`config.mk`:
```
export PLATFORM = sky130hd
export DESIGN_NAME = itch_add_order_no_mpid_encoder_flat
export DESIGN_NICKNAME = d
export VERILOG_FILES = /design/src/rtl/itch_pkg.sv /design/src/rtl/itch_add_order_no_mpid_encoder_if.sv /design/src/rtl/itch_add_order_no_mpid_encoder.sv /design/src/flat_wrapper.sv
export SDC_FILE = /design/constraint.sdc
export NUM_CORES = 1
export LEC_CHECK = 0
export BUFFER_PORTS_ARGS = -buffer_cell sky130_fd_sc_hd__buf_2
export CAP_MARGIN = 30
export CORE_MARGIN = 3
export CORE_UTILIZATION = 47
export CTS_CLUSTER_SIZE = 8
export DETAILED_ROUTE_END_ITERATION = 8
export PLACE_DENSITY_LB_ADDON = 0.25
export SETUP_SLACK_MARGIN = 0.2
export SYNTH_ARGS = -nofsm -noshare
export SYNTH_HDL_FRONTEND = slang
export SYNTH_SLANG_ARGS = --single-unit
```
`constraint.sdc`:
```
create_clock -name clk -period 2.41 [get_ports clk]
set_input_delay 0.723 -clock clk [delete_from_list [all_inputs] [get_ports clk]]
set_output_delay 0.723 -clock clk [all_outputs]
set_load 0.02 [all_outputs]
```
`src/rtl/itch_pkg.sv`:
```
// Shared ITCH constants and types used by the Add Order (no MPID) encoder and receive parser.
// The bit offsets below define where each field sits in the little-endian message image.
package itch_pkg;

  localparam logic [7:0] MSG_ADD_ORDER_NO_MPID = 8'h41;
  localparam int         ADD_ORDER_WORDS       = 5;
  localparam logic [7:0] ADD_ORDER_LAST_KEEP   = 8'h1F;
  localparam int         ADD_ORDER_IMAGE_BITS  = 64 * ADD_ORDER_WORDS;

  localparam int AO_MSG_TYPE_OFS       = 0;
  localparam int AO_TIMESTAMP_OFS      = 8;
  localparam int AO_ORDER_ID_OFS       = 40;
  localparam int AO_ORDER_BOOK_ID_OFS  = 104;
  localparam int AO_SIDE_OFS           = 136;
  localparam int AO_ORDER_BOOK_POS_OFS = 144;
  localparam int AO_QUANTITY_OFS       = 176;
  localparam int AO_PRICE_OFS          = 240;
  localparam int AO_ORDER_ATTR_OFS     = 272;
  localparam int AO_LOT_TYPE_OFS       = 288;

  typedef struct packed {
    logic [31:0] timeStamp;
    logic [63:0] orderID;
    logic [31:0] orderBookID;
    logic [7:0]  side;
    logic [31:0] orderBookPosition;
    logic [63:0] quantity;
    logic [31:0] price;
    logic [15:0] orderAttributes;
    logic [7:0]  lotType;
  } addOrderFields_t;

  typedef enum logic {
    ENC_IDLE,
    ENC_SEND
  } encState_t;

  // Bytes above lotType stay zero so the final word carries a clean pad.
  function automatic logic [ADD_ORDER_IMAGE_BITS-1:0] buildAddOrderImage(input addOrderFields_t f);
    logic [ADD_ORDER_IMAGE_BITS-1:0] img;
    img = '0;
    img[AO_MSG_TYPE_OFS       +: 8]  = MSG_ADD_ORDER_NO_MPID;
    img[AO_TIMESTAMP_OFS      +: 32] = f.timeStamp;
    img[AO_ORDER_ID_OFS       +: 64] = f.orderID;
    img[AO_ORDER_BOOK_ID_OFS  +: 32] = f.orderBookID;
    img[AO_SIDE_OFS           +: 8]  = f.side;
    img[AO_ORDER_BOOK_POS_OFS +: 32] = f.orderBookPosition;
    img[AO_QUANTITY_OFS       +: 64] = f.quantity;
    img[AO_PRICE_OFS          +: 32] = f.price;
    img[AO_ORDER_ATTR_OFS     +: 16] = f.orderAttributes;
    img[AO_LOT_TYPE_OFS       +: 8]  = f.lotType;
    return img;
  endfunction

endpackage

```
`src/rtl/itch_add_order_no_mpid_encoder_if.sv`:
```
// Field-bundle input handshake and 64-bit word-stream output of the Add Order encoder.
interface itch_add_order_no_mpid_encoder_if;

  logic        inValid;
  logic        inReady;
  logic [31:0] timeStamp;
  logic [63:0] orderID;
  logic [31:0] orderBookID;
  logic [7:0]  side;
  logic [31:0] orderBookPosition;
  logic [63:0] quantity;
  logic [31:0] price;
  logic [15:0] orderAttributes;
  logic [7:0]  lotType;

  logic        outValid;
  logic        outReady;
  logic [63:0] outData;
  logic [7:0]  outKeep;
  logic        outLast;
  logic [2:0]  wordIdx;

  modport master (
    output inValid, timeStamp, orderID, orderBookID, side, orderBookPosition,
           quantity, price, orderAttributes, lotType, outReady,
    input  inReady, outValid, outData, outKeep, outLast, wordIdx
  );

  modport slave (
    input  inValid, timeStamp, orderID, orderBookID, side, orderBookPosition,
           quantity, price, orderAttributes, lotType, outReady,
    output inReady, outValid, outData, outKeep, outLast, wordIdx
  );

endinterface

```
`src/rtl/itch_add_order_no_mpid_encoder.sv`:
```
// Serialises one ITCH Add Order (no MPID) field bundle into five 64-bit words,
// accepting the next bundle on the final beat so messages run back-to-back.
module itch_add_order_no_mpid_encoder
  import itch_pkg::*;
(
  input logic clk,
  input logic rst,
  itch_add_order_no_mpid_encoder_if.slave bus
);

  localparam logic [2:0] LAST_WORD_IDX = 3'(ADD_ORDER_WORDS - 1);

  encState_t                       state, stateNext;
  logic [2:0]                      wordIdxReg, wordIdxNext;
  addOrderFields_t                 holdReg, inFields;
  logic [ADD_ORDER_IMAGE_BITS-1:0] image;
  logic                            capture;
  logic                            inReadyInt;
  logic                            sending;
  logic [63:0]                     wordData;

  always_comb begin
    inFields.timeStamp         = bus.timeStamp;
    inFields.orderID           = bus.orderID;
    inFields.orderBookID       = bus.orderBookID;
    inFields.side              = bus.side;
    inFields.orderBookPosition = bus.orderBookPosition;
    inFields.quantity          = bus.quantity;
    inFields.price             = bus.price;
    inFields.orderAttributes   = bus.orderAttributes;
    inFields.lotType           = bus.lotType;
  end

  // The final beat doubles as an accept slot, which is the only input-to-output path.
  always_comb begin
    stateNext   = state;
    wordIdxNext = wordIdxReg;
    inReadyInt  = 1'b0;
    capture     = 1'b0;
    case (state)
      ENC_IDLE: begin
        inReadyInt = 1'b1;
        if (bus.inValid) begin
          capture     = 1'b1;
          wordIdxNext = 3'd0;
          stateNext   = ENC_SEND;
        end
      end
      ENC_SEND: begin
        if (bus.outReady) begin
          if (wordIdxReg == LAST_WORD_IDX) begin
            inReadyInt  = 1'b1;
            wordIdxNext = 3'd0;
            if (bus.inValid) begin
              capture = 1'b1;
            end else begin
              stateNext = ENC_IDLE;
            end
          end else begin
            wordIdxNext = wordIdxReg + 3'd1;
          end
        end
      end
      default: stateNext = ENC_IDLE;
    endcase
  end

  always_ff @(posedge clk or negedge rst) begin
    if (!rst) begin
      state      <= ENC_IDLE;
      wordIdxReg <= 3'd0;
      holdReg    <= '0;
    end else begin
      state      <= stateNext;
      wordIdxReg <= wordIdxNext;
      if (capture) begin
        holdReg <= inFields;
      end
    end
  end

  assign image   = buildAddOrderImage(holdReg);
  assign sending = (state == ENC_SEND);

  always_comb begin
    wordData = '0;
    case (wordIdxReg)
      3'd0:    wordData = image[63:0];
      3'd1:    wordData = image[127:64];
      3'd2:    wordData = image[191:128];
      3'd3:    wordData = image[255:192];
      3'd4:    wordData = image[319:256];
      default: wordData = '0;
    endcase
  end

  assign bus.inReady  = inReadyInt;
  assign bus.outValid = sending;
  assign bus.wordIdx  = wordIdxReg;
  assign bus.outData  = sending ? wordData : 64'd0;
  assign bus.outLast  = sending && (wordIdxReg == LAST_WORD_IDX);
  assign bus.outKeep  = !sending ? 8'h00 :
                        (wordIdxReg == LAST_WORD_IDX) ? ADD_ORDER_LAST_KEEP : 8'hFF;

endmodule
```
`src/flat_wrapper.sv`:
```
// flat-port wrapper written by rule: the top's interface ports become plain ports
module itch_add_order_no_mpid_encoder_flat import itch_pkg::*;
  (clk, rst, bus_inValid, bus_timeStamp, bus_orderID, bus_orderBookID, bus_side, bus_orderBookPosition, bus_quantity, bus_price, bus_orderAttributes, bus_lotType, bus_outReady, bus_inReady, bus_outValid, bus_outData, bus_outKeep, bus_outLast, bus_wordIdx);
  itch_add_order_no_mpid_encoder_if bus_i ();
  input logic clk;
  input logic rst;
  input wire logic [$bits(bus_i.inValid)-1:0] bus_inValid;
  input wire logic [$bits(bus_i.timeStamp)-1:0] bus_timeStamp;
  input wire logic [$bits(bus_i.orderID)-1:0] bus_orderID;
  input wire logic [$bits(bus_i.orderBookID)-1:0] bus_orderBookID;
  input wire logic [$bits(bus_i.side)-1:0] bus_side;
  input wire logic [$bits(bus_i.orderBookPosition)-1:0] bus_orderBookPosition;
  input wire logic [$bits(bus_i.quantity)-1:0] bus_quantity;
  input wire logic [$bits(bus_i.price)-1:0] bus_price;
  input wire logic [$bits(bus_i.orderAttributes)-1:0] bus_orderAttributes;
  input wire logic [$bits(bus_i.lotType)-1:0] bus_lotType;
  input wire logic [$bits(bus_i.outReady)-1:0] bus_outReady;
  output wire logic [$bits(bus_i.inReady)-1:0] bus_inReady;
  output wire logic [$bits(bus_i.outValid)-1:0] bus_outValid;
  output wire logic [$bits(bus_i.outData)-1:0] bus_outData;
  output wire logic [$bits(bus_i.outKeep)-1:0] bus_outKeep;
  output wire logic [$bits(bus_i.outLast)-1:0] bus_outLast;
  output wire logic [$bits(bus_i.wordIdx)-1:0] bus_wordIdx;
  assign bus_i.inValid = bus_inValid;
  assign bus_i.timeStamp = bus_timeStamp;
  assign bus_i.orderID = bus_orderID;
  assign bus_i.orderBookID = bus_orderBookID;
  assign bus_i.side = bus_side;
  assign bus_i.orderBookPosition = bus_orderBookPosition;
  assign bus_i.quantity = bus_quantity;
  assign bus_i.price = bus_price;
  assign bus_i.orderAttributes = bus_orderAttributes;
  assign bus_i.lotType = bus_lotType;
  assign bus_i.outReady = bus_outReady;
  assign bus_inReady = bus_i.inReady;
  assign bus_outValid = bus_i.outValid;
  assign bus_outData = bus_i.outData;
  assign bus_outKeep = bus_i.outKeep;
  assign bus_outLast = bus_i.outLast;
  assign bus_wordIdx = bus_i.wordIdx;
  itch_add_order_no_mpid_encoder u_core (.clk(clk), .rst(rst), .bus(bus_i));
endmodule
```
* Word-level counts from Yosys, hierarchy flattened
Index checks and enable logic that the tools add are counted.
** Storage, ports and cells
- Register bits after elaboration :: 292
- Input bits :: 292
- Output and inout port bits :: 78
- Logic and storage cells :: 40
** Cells by class
- Add/sub/neg operators :: 1
- Eq/ne operators :: 6
- Mux-type cells :: 18
- Bitwise gates (word level) :: 1
- Reductions and logical operators :: 3
** Operators with widths (number)
- one-hot mux 64 bit (5 select lines) :: 1
- 2-to-1 mux 64 bit :: 1
- 2-to-1 mux 8 bit :: 2
- 2-to-1 mux 3 bit :: 3
- 2-to-1 mux 1 bit :: 7
- == test 3 x 2 -> 1 bit, second input constant :: 2
- one-hot mux 1 bit (2 select lines) :: 3
- one-hot mux 3 bit (2 select lines) :: 1
- inequality test 2 bit, second input constant :: 2
- adder 3 x 1 -> 3 bit, second input constant :: 1
- == test 3 x 1 -> 1 bit, second input constant :: 1
- == test 3 bit, second input constant :: 1
- zero test 3 bit :: 1
- AND reduction 2 bit :: 1
- logical AND 1 bit :: 1
- inverter 1 bit :: 1

* Depth between registers and ports, before layout
- Word-level depth :: 4
- Depth in mapped cells :: 9
- Mapped depth without buffers :: 5

* Worst setup path after synthesis
Ideal clock, no wire load.
- Kind :: reg2out
- From :: register u_core.wordIdxReg[2] (netlist: u_core.bus.wordIdx[2])
- To :: output port bus_outData[10]
- Data arrival time :: 2.097 ns
- Data required time :: 1.687 ns
- Setup slack :: -0.410 ns
- Cell stages (with the launch flop) :: 9
- Buffers on the path :: 4
- Cells stage by stage :: dfrtp_1 buf_4 clkbuf_1 inv_1 ha_1 clkbuf_1 o31ai_4 clkbuf_1 a21oi_1
** Between the ends
- Cells in the longest elaborated chain, start to end :: 3
- Elaborated cells on any way between the ends :: 7
- Those cells by class :: eq/ne (4); mux (2); reduce/logical (1)
** RTL lines
- from (decl) :: RTL line itch_add_order_no_mpid_encoder.sv:14 : logic [2:0] wordIdxReg, wordIdxNext;
- from (signal assigned) :: RTL line itch_add_order_no_mpid_encoder.sv:75 : wordIdxReg <= wordIdxNext;
- == test 3 bit, or another cell as far along :: RTL line itch_add_order_no_mpid_encoder.sv:87 : case (wordIdxReg)
- one-hot mux 64 bit (5 select lines) * :: RTL line itch_add_order_no_mpid_encoder.sv:87
- 2-to-1 mux 64 bit * :: RTL line itch_add_order_no_mpid_encoder.sv:100 : assign bus.outData = sending ? wordData : 64'd0;
- to (decl) :: RTL line flat_wrapper.sv:20 : output wire logic [$bits(bus_i.outData)-1:0] bus_outData;
Mark *: on every way between the ends. The rest lies on a longest branch, timed or not.

* Final worst setup path
- From :: register u_core.wordIdxReg[0] (netlist: u_core.bus.wordIdx[0])
- To :: output port bus_outData[43]
Same word-level chain as after synthesis.

==> results.json <==
{
  "setup_ws_ns": -0.677,
  "syn_area_mm2": 0.0131,
  "min_period_ns": 3.09,
  "critPathKind": "reg -> out",
  "finalCritPeriodShare_pct": 128,
  "synth_edf_count": 0,
  "wl_met1_mm": 18.2,
  "drt-pass1-iter-count": 6,
  "dieArea_mm2": 0.0298,
  "yosys_warnings": 0,
  "syn_nets": 1217,
  "vias": 10300,
  "vias_per_cell": 5.80,
  "cp-end-kind": "primary output",
  "timing.rr.start": "u_core.bus.wordIdx[0]",
  "skew_ns": 0.0120,
  "setup_violations": 282,
  "status": "finished, violations left",
  "ys_ff_latch": 292,
  "r2r_cells": 11,
  "ir_worst_vdd_mv": 0.788,
  "p_leak_nw": 9.38,
  "drive_gt1_share_pct": 69.9,
  "rsz0062_at_grt": "yes",
  "grt_max_degree": 70,
  "start_kind": "register",
  "slew_headroom_pct": 62.9,
  "cts_hold_buf": 0,
  "io_pins": 370,
  "insertion_delay_ns": 0.51,
  "hold_violations": 0,
  "met3_length_mm": 3.39,
  "cap_violations": 0,
  "reg2reg_slack_ns": -0.14,
  "fmax_ghz": 0.324,
  "rows": 60,
  "yosysSeqAreaShare_pct": 56.0,
  "grt_usage_pct": 25.2,
  "ys_async_sr_fraction_pct": 100,
  "worstHoldPathType": "in -> async",
  "cts_tree": "built",
  "pwr_density_cell_mw_per_mm2": 1540,
  "synth.distinct_cells": 33,
  "routedWlPerCell_um": 25.5,
  "utilization_pct": 74.8,
  "crit_slowest_cell": "dfrtp_2",
  "worst_pin_slew_ns": 0.556,
  "reg2reg_to": "u_core.holdReg[149]",
  "io_buffers": 369,
  "die_h_um": 173,
  "drv_slew": 0,
  "clk_pin_slew_ns": 0.05,
  "whs_ns": 0.137,
  "start_util_pct": 48.2,
  "slowest_delay_ns": 0.46,
  "drt_wl_total_mm": 45.2,
  "ant_nets": 0,
  "met2_length_mm": 22.2,
  "synthCells": 919,
  "gp_congestion": 0.821,
  "clock_sinks": 292,
  "drt_iter0_markers": 958,
  "syn_to_final_growth_pct": 55.2,
  "drc": 0,
  "synth_ff_type": "dfrtp_1",
  "cp_cell_sequence": "inv_4, ha_4, buf_12, a222oi_1, a2bb2oi_2, nor2_4, buf_6",
  "fin_total_pwr_mw": 31.2,
  "dp_hpwl_mm": 26.8,
  "cts-root-buf": "clkbuf_16",
  "htreeDepth": 2,
  "highest_layer": "met5",
  "grt.overflow.total": 0,
  "grt_pass1_vias": 10400,
  "die_w_um": 173,
  "cp.required_ns": 1.69,
  "antenna_found_initial": 8,
  "cp.arrival_ns": 2.36,
  "cts_inserted_buffers": 42,
  "grt_pass1_wl_mm": 59.6,
  "cts_buffer_depth": 3,
  "core_area_mm2": 0.0271,
  "fin_nets": 1690,
  "synth.avg_cell_area_um2": 14.2,
  "cp_max_fo": 21,
  "violations": "negative setup slack"
}
[cell families after synthesis]
family,share of synthesized area (%)
AOI/OAI and AO/OA,10.2
adders and majority gates,0.575
buffers and inverters,4.94
DFF,56.0
muxes,25.7
and+or+nand+nor,2.59
[metal layers]
metal / vias up / global-route usage (%)
met1: 5297 / 32.2
met5: - / 0
met2: 500 / 42.9
li1: 4378 / -
met3: 96 / 6.17
met4: 10 / 7.74
[registers in the layout, indices dropped and copies added (netlist names)]
register             flops
u_core.bus.outValid      1
u_core.holdReg         288
u_core.bus.wordIdx       3
[metrics by stage]
| stage | area [µm²] | cells | TNS (ns) | worst slack [ns] |
|---|---|---|---|---|
| 6_report | 20300 | 1773 | -49.62 | -0.677 |
| 5_1_grt | 20300 | 1772 | -74.56 | -0.697 |
| 4_1_cts | 17800 | 1720 | -38.34 | -0.612 |
| 3_5_place_dp | 15900 | 1652 | -2.24 | -0.145 |
| 3_3_place_gp | 15900 | 1652 | -1.01 | -0.117 |
| 2_1_floorplan | 13400 | 919 | -6.19 | -0.117 |
[cell usage after synthesis (2+ instances only)]
| master | number | share of area [%] |
|---|---|---|
| ha_1 | 6 | 0.57 |
| a22oi_1 | 37 | 2.1 |
| buf_6 | 14 | 1.2 |
| nand2_1 | 15 | 0.43 |
| or2_2 | 23 | 1.1 |
| inv_1 | 3 | 0.086 |
| nor2_1 | 24 | 0.69 |
| a222oi_1 | 56 | 4.3 |
| buf_2 | 11 | 0.42 |
| a2bb2oi_1 | 24 | 1.6 |
| o21ai_0 | 2 | 0.077 |
| buf_8 | 11 | 1.3 |
| buf_4 | 15 | 0.86 |
| nor2b_1 | 3 | 0.14 |
| mux2_1 | 206 | 18 |
| buf_1 | 6 | 0.17 |
| dfrtp_1 | 292 | 56 |
| a21oi_1 | 38 | 1.5 |
| clkbuf_1 | 27 | 0.78 |
| o31ai_1 | 2 | 0.11 |
| mux2_2 | 91 | 7.8 |
| a31oi_1 | 2 | 0.096 |
[repair_timing]
item,in CTS,in global routing
resized for setup,102,409
endpoints found under the setup margin,333,358
pin swaps,11,27
gates cloned,8,35
setup buffers,11,14
[power breakdown]
group	leakage (nW)	switching, mW	internal (mW)	total [mW]
registers	3.47	1.69	7.45	9.14
clock network	0.562	2.00	3.26	5.26
logic	5.34	7.20	9.62	16.8
total	9.38	10.9	20.3	31.2
[critical path, delay by kind of cell (launching register included)]
family / cells / cell delay, ns
compound gates: 2 / 0.74
buf+inv: 3 / 0.37
simple gates: 1 / 0.07
flops: 1 / 0.46
fa+ha+maj: 1 / 0.20
[placed cells by master, fill, tap and decap left out, types with 22 or more instances in the layout]
| master | synthesis | layout |
|---|---|---|
| buf_12 | 1 | 36 |
| a22oi_1 | 37 | 23 |
| a21oi_2 | 0 | 29 |
| clkbuf_16 | 0 | 75 |
| buf_6 | 14 | 54 |
| buf_2 | 11 | 322 |
| buf_4 | 15 | 45 |
| mux2_4 | 0 | 278 |
| dfrtp_1 | 292 | 289 |
| or2_2 | 23 | 22 |
| a222oi_1 | 56 | 56 |
[worst max-delay path by stage]
stage	cells after the start	start	slack, ns	end
after global placement	7	u_core.bus.wordIdx[0]	-0.12	bus_outData[14]
after floorplan	8	u_core.bus.wordIdx[2]	-0.12	bus_outData[10]
after CTS	7	u_core.bus.wordIdx[0]	-0.61	bus_outData[9]
after detailed placement	7	u_core.bus.wordIdx[1]	-0.14	bus_outData[9]
final	7	u_core.bus.wordIdx[0]	-0.68	bus_outData[43]
after global routing	8	u_core.bus.wordIdx[0]	-0.70	bus_outData[50]
[area by class of cell]
cell class,instances,area [µm²]
sequential,292,7310
clock inverter,1,5.00
multi-input combinational,539,6720
inverter,3,21.3
tap,372,465
fill,1646,6840
clock buffer,48,1140
timing repair buffer,514,4600
antenna,4,10.0
No activity file was read; power rests on OpenSTA's default activity.
